### config.mk
export PLATFORM = sky130hd
export DESIGN_NAME = mux_sel_arbiter
export DESIGN_NICKNAME = d
export VERILOG_FILES = /design/src/rtl/mux_sel_arbiter.sv
export SDC_FILE = /design/constraint.sdc
export NUM_CORES = 1
export LEC_CHECK = 0
export BUFFER_PORTS_ARGS = -buffer_cell sky130_fd_sc_hd__buf_2
export CAP_MARGIN = 30
export CORE_MARGIN = 3
export CORE_UTILIZATION = 50
export DETAILED_ROUTE_END_ITERATION = 8
export PLACE_DENSITY = 0.72
export SYNTH_ARGS = -nofsm -noshare
export SYNTH_HDL_FRONTEND = slang
export SYNTH_SLANG_ARGS = --single-unit
### constraint.sdc
create_clock -name clk -period 2.5 [get_ports clk]
set_clock_uncertainty 0.2 [all_clocks]
set_input_delay 0.375 -clock clk [delete_from_list [all_inputs] [get_ports clk]]
set_output_delay 0.375 -clock clk [all_outputs]
set_load 0.05 [all_outputs]
### src/rtl/mux_sel_arbiter.sv
// Round-robin arbiter producing the registered 2-bit select for a shared 4:1 datapath mux.
// Grants last up to BURST beats, then rotate; each transferred beat is acked to its requester.
module mux_sel_arbiter #(
    parameter int unsigned BURST = 1
) (
    input  logic       clk,
    input  logic       rst_n,
    input  logic [3:0] req,
    output logic [3:0] ack,
    output logic [1:0] sel,
    output logic       sel_valid,
    input  logic       sel_ready,
    output logic [3:0] grant
);

    typedef enum logic [0:0] {StIdle, StGrant} state_e;

    state_e     state;
    logic [1:0] ptr;
    logic [3:0] beats;

    // Returns {found, index} of the first set request scanning p, p+1, p+2, p+3 (mod 4).
    function automatic logic [2:0] pick(input logic [3:0] r, input logic [1:0] p);
        logic [2:0] res;
        logic [1:0] idx;
        res = 3'b000;
        for (int i = 3; i >= 0; i--) begin
            idx = p + 2'(i);
            if (r[idx]) res = {1'b1, idx};
        end
        return res;
    endfunction

    logic       req_sel;
    logic       transfer;
    logic       last_beat;
    logic       rel;
    logic [1:0] ptr_rot;
    logic [2:0] win_idle;
    logic [2:0] win_rot;

    assign req_sel   = req[sel];
    assign transfer  = (state == StGrant) && sel_ready && req_sel;
    assign last_beat = (({1'b0, beats} + 5'd1) == 5'(BURST));
    assign rel       = (state == StGrant) && (!req_sel || (transfer && last_beat));
    assign ptr_rot   = sel + 2'd1;
    assign win_idle  = pick(req, ptr);
    assign win_rot   = pick(req, ptr_rot);

    // Reset gating keeps ack quiet during reset even before the first reset edge lands.
    assign ack = (rst_n && transfer) ? (4'b0001 << sel) : 4'b0000;

    always_ff @(posedge clk) begin
        if (!rst_n) begin
            state     <= StIdle;
            sel       <= 2'd0;
            sel_valid <= 1'b0;
            grant     <= 4'b0000;
            ptr       <= 2'd0;
            beats     <= 4'd0;
        end else begin
            case (state)
                StIdle: begin
                    if (win_idle[2]) begin
                        state     <= StGrant;
                        sel       <= win_idle[1:0];
                        sel_valid <= 1'b1;
                        grant     <= 4'b0001 << win_idle[1:0];
                        beats     <= 4'd0;
                    end
                end
                StGrant: begin
                    if (rel) begin
                        // Released channel sits at lowest priority for the re-arbitration.
                        ptr <= ptr_rot;
                        if (win_rot[2]) begin
                            sel   <= win_rot[1:0];
                            grant <= 4'b0001 << win_rot[1:0];
                            beats <= 4'd0;
                        end else begin
                            state     <= StIdle;
                            sel_valid <= 1'b0;
                            grant     <= 4'b0000;
                        end
                    end else if (transfer) begin
                        beats <= beats + 4'd1;
                    end
                end
                default: begin
                    state     <= StIdle;
                    sel_valid <= 1'b0;
                    grant     <= 4'b0000;
                end
            endcase
        end
    end

`ifndef SYNTHESIS
    a_ack_onehot: assert property (@(posedge clk) $onehot0(ack));
    a_grant_dec:  assert property (@(posedge clk)
        grant == (sel_valid ? (4'b0001 << sel) : 4'b0000));
`endif

endmodule

After elaboration in Yosys (flattened, before gate mapping)
Cells that the tools add are included.

Bits in registers: 14. Latch bits: 0. Memory bits (writable): 0. ROM bits: 0. Output and inout bits: 11. Word-level logic and storage cells: 95. Memories kept: 0.

Add/subtract/negate cells: 9. Multiply operators: 0. Divide/modulo/power cells: 0. $lt $le $gt $ge: 9. Eq/ne operators: 7. Shift operators: 3. Multiplexer cells: 48. Bitwise gates (word level): 1. Reductions and logical operators: 12.

Operators by type and width (number): $mux 4 (8); $lt 2x3->1 const B (9); $mux 3 (8); $bmux 1 s2 (9); $pmux 4 s2 (2); $mux 1 (15); $shl 1x2->4 const A (3); $reduce_and 3->1 (3); $add 2x2->2 const B (4); $add 2x1->2 const B (3); $mux 2 (3); $add 4x1->5 const B (1); $eq 5x1->1 const B (1); $logic_and 1x1->1 (5); $add 4x1->4 const B (1); $ne 2x1->1 const B (2); $ne 2x2->1 const B (2); $pmux 1 s2 (2); $pmux 2 s2 (1); $reduce_and 2->1 (2); $ne 3x1->1 const B (1); $ne 3x2->1 const B (1); $logic_not 1->1 (1); $logic_or 1x1->1 (1); $not 1->1 (1).

Longest topological paths before layout
Gate-level depths: netlist of the first run.

Depth in word-level cells: 12. Mapped depth: 9. Mapped depth without buffers: 7.

Least setup slack after synthesis of the first run
Ideal clock, no wire load.

Kind: register to register. From: reg sel[0]. To: reg grant[0]. Library setup time: 91 ps. Arrival time: 2173 ps. Data required time: 2209 ps. Setup slack: 36 ps. Stages on the path, launching flop included: 10. Buffers on the path: 2. Period minus slack after synthesis: 2464 ps. Cells stage by stage: dfxtp_1 -> buf_6 -> inv_1 -> ha_1 -> buf_2 -> nand2_1 -> a221o_1 -> o21ai_1 -> o211ai_1 -> a311oi_1.

Cells in the longest elaborated chain, start to end: 12. Elaborated cells on any way between the ends: 29. Classes of those cells: add/sub: 4; eq/ne: 1; shift: 1; mux: 17; reduce/logical: 6.

Ends and longest elaborated chain: start, declared (RTL line 10) `output logic [1:0] sel,`; start signal, assigned (RTL line 66) `sel <= win_idle[1:0];`; start signal, assigned (RTL line 77) `sel <= win_rot[1:0];`; $add 2x1->2 * (RTL line 46) `assign ptr_rot = sel + 2'd1;`; named net ptr_rot[0] (RTL line 38) `logic [1:0] ptr_rot;`; $add 2x2->2 (RTL line 28) `idx = p + 2'(i);`; $bmux 1 s2 (RTL line 29) `if (r[idx]) res = {1'b1, idx};`; $mux 1 (not written as such) (RTL line 29); $mux 3 (3 in series) (RTL line 29); $mux 3 * (RTL line 29); $shl 1x2->4 (RTL line 78) `grant <= 4'b0001 << win_rot[1:0];`; $mux 4 * (RTL line 76) `if (win_rot[2]) begin`; $mux 4 * (RTL line 73) `if (rel) begin`; $pmux 4 s2 * (RTL line 62) `case (state)`; end signal, assigned (RTL line 68) `grant <= 4'b0001 << win_idle[1:0];`; end signal, assigned (RTL line 78); end, declared (RTL line 13) `output logic [3:0] grant`.

The timed path passes the listed nets; every way through them passes the cells marked *. The select of a mux whose other input is x is not followed. A chain may end at the register's enable or synchronous reset.

Worst setup path in the final report of the first run
From: reg sel[0]. To: out ack[3].

Cells in the longest elaborated chain, start to end: 5. Elaborated cells on any way between the ends: 6. Classes of those cells: shift: 1; mux: 3; reduce/logical: 2.

Ends and longest elaborated chain: $bmux 1 s2 (RTL line 42) `assign req_sel = req[sel];`; $mux 1 (not written as such) (RTL line 42); $logic_and 1x1->1 (RTL line 43) `assign transfer = (state == StGrant) && sel_ready && req_sel;`; $logic_and 1x1->1 (RTL line 51) `assign ack = (rst_n && transfer) ? (4'b0001 << sel) : 4'b0000;`; $mux 4 * (RTL line 51); end, declared (RTL line 9) `output logic [3:0] ack,`.

Every way passes the cells marked *; elsewhere a longest branch is shown, timed or not. The select of a mux whose other input is x is not followed.

==> results of run 1 <==
[path summary, 6_finish.rpt]
kind / from / end / slack, ns / cells after the start
worst max-delay path: sel[0] / ack[3] / 0.16 / 5
worst min-delay path: rst_n / beats[3] / 0.19 / 2
worst max register to register: beats[0] / beats[3] / 0.23 / 6
worst min register to register: sel_valid / sel_valid / 0.28 / 2
[kinds of logic after synthesis]
family	count (synthesis)
compound gates	47
fa+ha+maj	6
buf+inv	16
flops	14
mux	4
simple gates	45
[power by group]
part / total [mW] / switching [mW] / internal [mW]
clock: 0.170 / 0.0817 / 0.0887
sequential: 0.272 / 0.0264 / 0.246
combinational: 0.278 / 0.180 / 0.0974
total: 0.720 / 0.288 / 0.432
[cell usage in the layout (no fill, tap or decap), types with 4 or more instances in the layout]
master and instances:
a21oi_1 17, buf_2 17, dfxtp_1 13, nand2_1 10
inv_1 8, and2_1 6, a311oi_1 6, ha_1 6
nor2_1 5, nand3_1 5, nand2b_1 4, o21ai_0 4
[layer usage]
layer,share of wire,up-vias,global-route usage
met1,0.45,462,0.2496
met4,0.0098,0,0.05240
met5,0,-,0
li1,-,520,-
met3,0.083,8,0.06304
met2,0.46,48,0.3114
[layout make-up]
class	instances	area [µm²]	share of cell area
multi-input combinational	102	684.4	0.5863
sequential	14	281.5	0.2412
timing repair buffer	19	100.1	0.08574
clock buffer	4	36.28	0.03108
inverter	9	33.78	0.02894
tap	25	31.28	0.02680
[flip-flops by register name (all words and copies together) (netlist names)]
register	cells
sel_valid	1
state	1
beats	4
ptr	2
sel	2
grant	4
[stage by stage]
stage	instance area (µm²)	setup slack (ns)	hold WS [ns]	total power, mW
floorplan	1044	0.03592	0.2694	0.4954
global placement	1130	0.2474	0.2592	0.5473
detailed placement	1130	0.2065	0.2692	0.5511
CTS	1167	0.1457	0.1777	0.7245
global route	1167	0.02033	0.1822	0.7643
finish	1167	0.1588	0.1915	0.7204
==> summary.md, run 1 <==
| Metric | Value |
|---|---|
| Root Buffer | clkbuf_4 |
| Max-slew violations | 0 |
| Worst-path clk slew | 0.09 ns |
| Area contributors post-synth | dfxtp_1 27%, a21oi_1 8.2%, ha_1 7.2%, a311oi_1 5.0%, and2_1 3.6% |
| Worst rel slew slack | 0.4467 |
| Die area | 2671 µm² |
| Post-route DRC | 0 |
| # setup viols final | 0 |
| Slew at the pin with the worst max-slew slack | 0.8244 ns |
| Starting Density | 0.5673 |
| Hold_buf cts | 0 |
| Largest family of logic cells by synthesized area | compound AO/OA/AOI/OAI gates |
| ANT nets after route | 0 |
| Tmin final | 2.341 ns |
| GRT Total Usage | 0.1946 |
| Max-cap violations | 0 |
| Synth Area in Compound Gates | 0.3058 |
| Clk sinks | 14 |
| Setup TNS | 0 ns |
| Fmax achieved | 427.1 MHz |
| Crit path launch type | flop |
| Fin util | 0.6347 |
| Post-synth top area share | 0.2686 |
| CP cell instances | mux2i_1 -> o22ai_1 -> and3_1 -> and2_1 -> buf_2 |
| NumNets Final | 162 |
| Antenna diodes | 0 |
| Syn Area/Cell | 7.905 µm² |
| Crit-path slowest cell | dfxtp_2 |
| Num CTS Buffers | 3 |
| Via density | 6.000 |
| Part of the Yosys area used for sequential elements | 0.2686 |
| Initial antenna violation count | 0 |
| WP buf/inv | 1 |
| Die Span Y | 51.69 µm |
| Number of global-route vias before repair | 901 |
| Fill count | 173 |
| Post-DP HPWL | 1763 µm |
| CP Capture Type | primary output |
| Postcts setup bufs | 0 |
| WS Path Type | reg -> out |
| Multiplexer share of the synthesized area | 0.03957 |
| TritonCTS clock tree | built |
| Layout cells sized above 1 | 0.1959 |
| Final WL | 2337 µm |
| YS warnings | 0 |
| Congestion Overflow GR | 0 |
| Synth unique cells | 41 |
| Ys flop type | dfxtp_1 |
| DIE WIDTH | 51.69 µm |
| Wire per inst | 13.51 µm |
| I/O pin cnt | 18 |
| Pleak | 0.5049 nW |
| Clk buf depth | 2 |
| Peak supply drop | 0.0004124 V |
| Non-filler cells, final | 173 |
| CP top delay family | flip-flops |
| Adder-Cell Fraction of Synth Area | 0.07194 |
| RePlAce Congestion | 0.8616 |
| Syn Nets | 145 |
| Mapped Area | 1044 µm² |
| Dpl cells | 169 |
| Most frequent cell after synthesis | a21oi_1 |
| Critical Path AT | 1.77 ns |
| Status | completed |
| FF+latch count, synth | 14 |
| DR pass1 iterations | 4 |
| Number of gates resized after cts | 1 |
| Most frequent cells after synthesis | 17 x a21oi_1, 14 x dfxtp_1, 10 x nand2_1 |
| HP Class | in -> reg |
| Simple-Gate Fraction of Synth Area | 0.2386 |
| Htree depth | 1 |
| Unrepaired setup endpoints after global routing | no |
| XOR/XNOR Fraction of Synth Area | 0 |
| Number of synthesized flops with an enable pin | 0 |
| Mapped Cells | 132 |
| PwrDens | 617.1 nW/µm² |
| First-pass GRT wire length | 3960 µm |
| Clk_lat worst skew | 0.29 ns |
| Synth-to-Final Area Change | 11.87% |
| Crit-path max FO | 12 |
| Row Count | 15 |
| Async SR Flop Fraction | 0 |
| Critical Path Max Stage Delay | 0.48 ns |
| Port Buffer Count | 17 |
| Final hold viol count | 0 |
| Top cell type by total area after synthesis | dfxtp_1 |
| Via count of the routed design | 1038 |
| CP required | 1.92 ns |
| Core area | 1839 µm² |
| DR iter-0 viols | 58 |
| Crit share post-route | 0.9365 |
| Pin count of the biggest net entering global routing | 15 |
Power figures use the tool's default switching activity.
==> run 2, diff against run 1 <==
- CORE_UTILIZATION: 50 -> 54
- CTS_CLUSTER_SIZE: not set -> 24
- PLACE_DENSITY: 0.72 -> 0.77
==> summary.md, run 2 (synthesis results as in run 1) <==
| Metric | Value |
|---|---|
| Reg power frac | 0.375 |
| Congestion Overflow GR | 0 |
| Max-slew violations | 0 |
| Dpl cells | 168 |
| Commonest cells after routing, fill and taps aside | 17 x a21oi_1, 17 x buf_2, 12 x dfxtp_1, 10 x nand2_1, 8 x inv_1 |
| Status | completed |
| Unrepaired setup endpoints after global routing | no |
| Fmax achieved | 418.5 MHz |
| Worst rel slew slack | 0.5944 |
| DR pass1 iterations | 4 |
| Crit path launch type | flop |
| Sw Pwr | 0.2920 mW |
| Num CTS Buffers | 3 |
| # setup viols final | 0 |
| Power share of the combinational group | 0.391 |
| Met3 wire len | 133 µm |
| Clk sinks | 14 |
| Highest metal used | met4 |
| Wire per inst | 14.10 µm |
| Via density | 5.878 |
| Met1 WL | 1171 µm |
| Pleak | 0.4997 nW |
| Final instance area | 1167 µm² |
| Clk_lat worst skew | 0.28 ns |
| ANT nets after route | 0 |
| CP Capture Type | primary output |
| Slew at the pin with the worst max-slew slack | 0.6029 ns |
| DIE WIDTH | 49.96 µm |
| Peak supply drop | 0.0003655 V |
| Tmin final | 2.389 ns |
| Clock power share | 0.234 |
| Worst-path clk slew | 0.10 ns |
| Root Buffer | clkbuf_4 |
| Die area | 2496 µm² |
| Hold_buf cts | 0 |
| Critical Path Max Stage Delay | 0.47 ns |
| Synth-to-Final Area Change | 11.87% |
| I/O pin cnt | 18 |
| Port Buffer Count | 17 |
| PwrDens | 620.0 nW/µm² |
| Crit-path max FO | 12 |
| Post-DP HPWL | 1778 µm |
| First-pass GRT wire length | 4126 µm |
| Critical Path AT | 1.81 ns |
| CP required | 1.92 ns |
| Postcts setup bufs | 0 |
| Switching Fraction | 0.4034 |
| Crit share post-route | 0.9558 |
| CP cell instances | mux2i_1 -> o22ai_1 -> and3_1 -> and2_1 -> buf_2 |
| Pin count of the biggest net entering global routing | 15 |
| Crit-path slowest cell | dfxtp_2 |
| HP Class | in -> reg |
| Row Count | 15 |
| Core area | 1783 µm² |
| RePlAce Congestion | 0.8515 |
| Antenna diodes | 0 |
| Via count of the routed design | 1011 |
| Total power draw | 0.7238 mW |
| TritonCTS clock tree | built |
| Int Power | 0.4318 mW |
| Largest registers | beats: 4 flops, grant: 4 flops |
| Htree depth | 1 |
| Number of global-route vias before repair | 894 |
| NumNets Final | 161 |
| Layout cells sized above 1 | 0.2109 |
| Fill count | 159 |
| Reg area | 282.8 µm² |
| Final hold viol count | 0 |
| Clk buf depth | 2 |
| Post-route DRC | 0 |
| WP buf/inv | 1 |
| DR iter-0 viols | 28 |
| Final WL | 2425 µm |
| Die Span Y | 49.96 µm |
| Setup TNS | 0 ns |
| WS Path Type | reg -> out |
| Starting Density | 0.5853 |
| Initial antenna violation count | 0 |
| Non-filler cells, final | 172 |
| Multi-input logic area | 690.7 µm² |
| CP top delay family | flip-flops |
| GRT Total Usage | 0.2130 |
| Max-cap violations | 0 |
| Placed cell area | 1122 µm² |
| Met2 WL | 1114 µm |
-- run 2: cell types whose count changed in the layout (fill, tap and decap cells not counted), sizes merged --
| cell | delta |
|---|---|
| buf | -1 |
-- run 2: through the flow --
| stage | setup slack, ns | hold slack [ns] | util |
|---|---|---|---|
| after floorplan | 0.03592 | 0.2694 | - |
| after global placement | 0.1993 | 0.2599 | 0.6295 |
| after detailed placement | 0.08747 | 0.2684 | 0.6295 |
| after CTS | 0.1298 | 0.1823 | 0.6505 |
| after global routing | 0.01711 | 0.1831 | 0.6547 |
| final | 0.1105 | 0.1883 | 0.6547 |
-- run 2: cell type report --
cell class	count	share of cell area
multi-input combinational	102	0.5916
sequential	14	0.2422
timing repair buffer	18	0.07931
clock buffer	4	0.03108
inverter	9	0.02894
tap	25	0.02680
-- run 2: power by group through the flow --
| stage | logic [mW] | registers [mW] | clock network (mW) |
|---|---|---|---|
| 3_5_place_dp | 0.276 | 0.275 | 0 |
| 5_1_grt | 0.309 | 0.275 | 0.184 |
| 3_3_place_gp | 0.268 | 0.273 | 0 |
| 6_report | 0.283 | 0.271 | 0.169 |
| 4_1_cts | 0.279 | 0.270 | 0.173 |
| 2_1_floorplan | 0.172 | 0.324 | 0 |
-- run 2: path summary, 6_finish.rpt --
check / to / cells past startpoint / slack [ns] / from
min reg2reg: sel_valid / 2 / 0.27 / sel_valid
min: beats[3] / 2 / 0.19 / rst_n
max: ack[1] / 5 / 0.11 / sel[0]
max reg2reg: grant[0] / 7 / 0.22 / sel[0]
-- run 2: per-layer routing --
layer / track usage / vias up
met5: 0 / -
met4: 0.02765 / 0
met3: 0.05438 / 2
met2: 0.3502 / 32
met1: 0.2855 / 463
li1: - / 514
-- run 2: repair_timing --
action | 4_1_cts | 5_1_grt
endpoints found under the setup margin | 1 | 6
resized for setup | 1 | 3
endpoints found under the hold margin | 0 | 0
pin swaps | 0 | 0
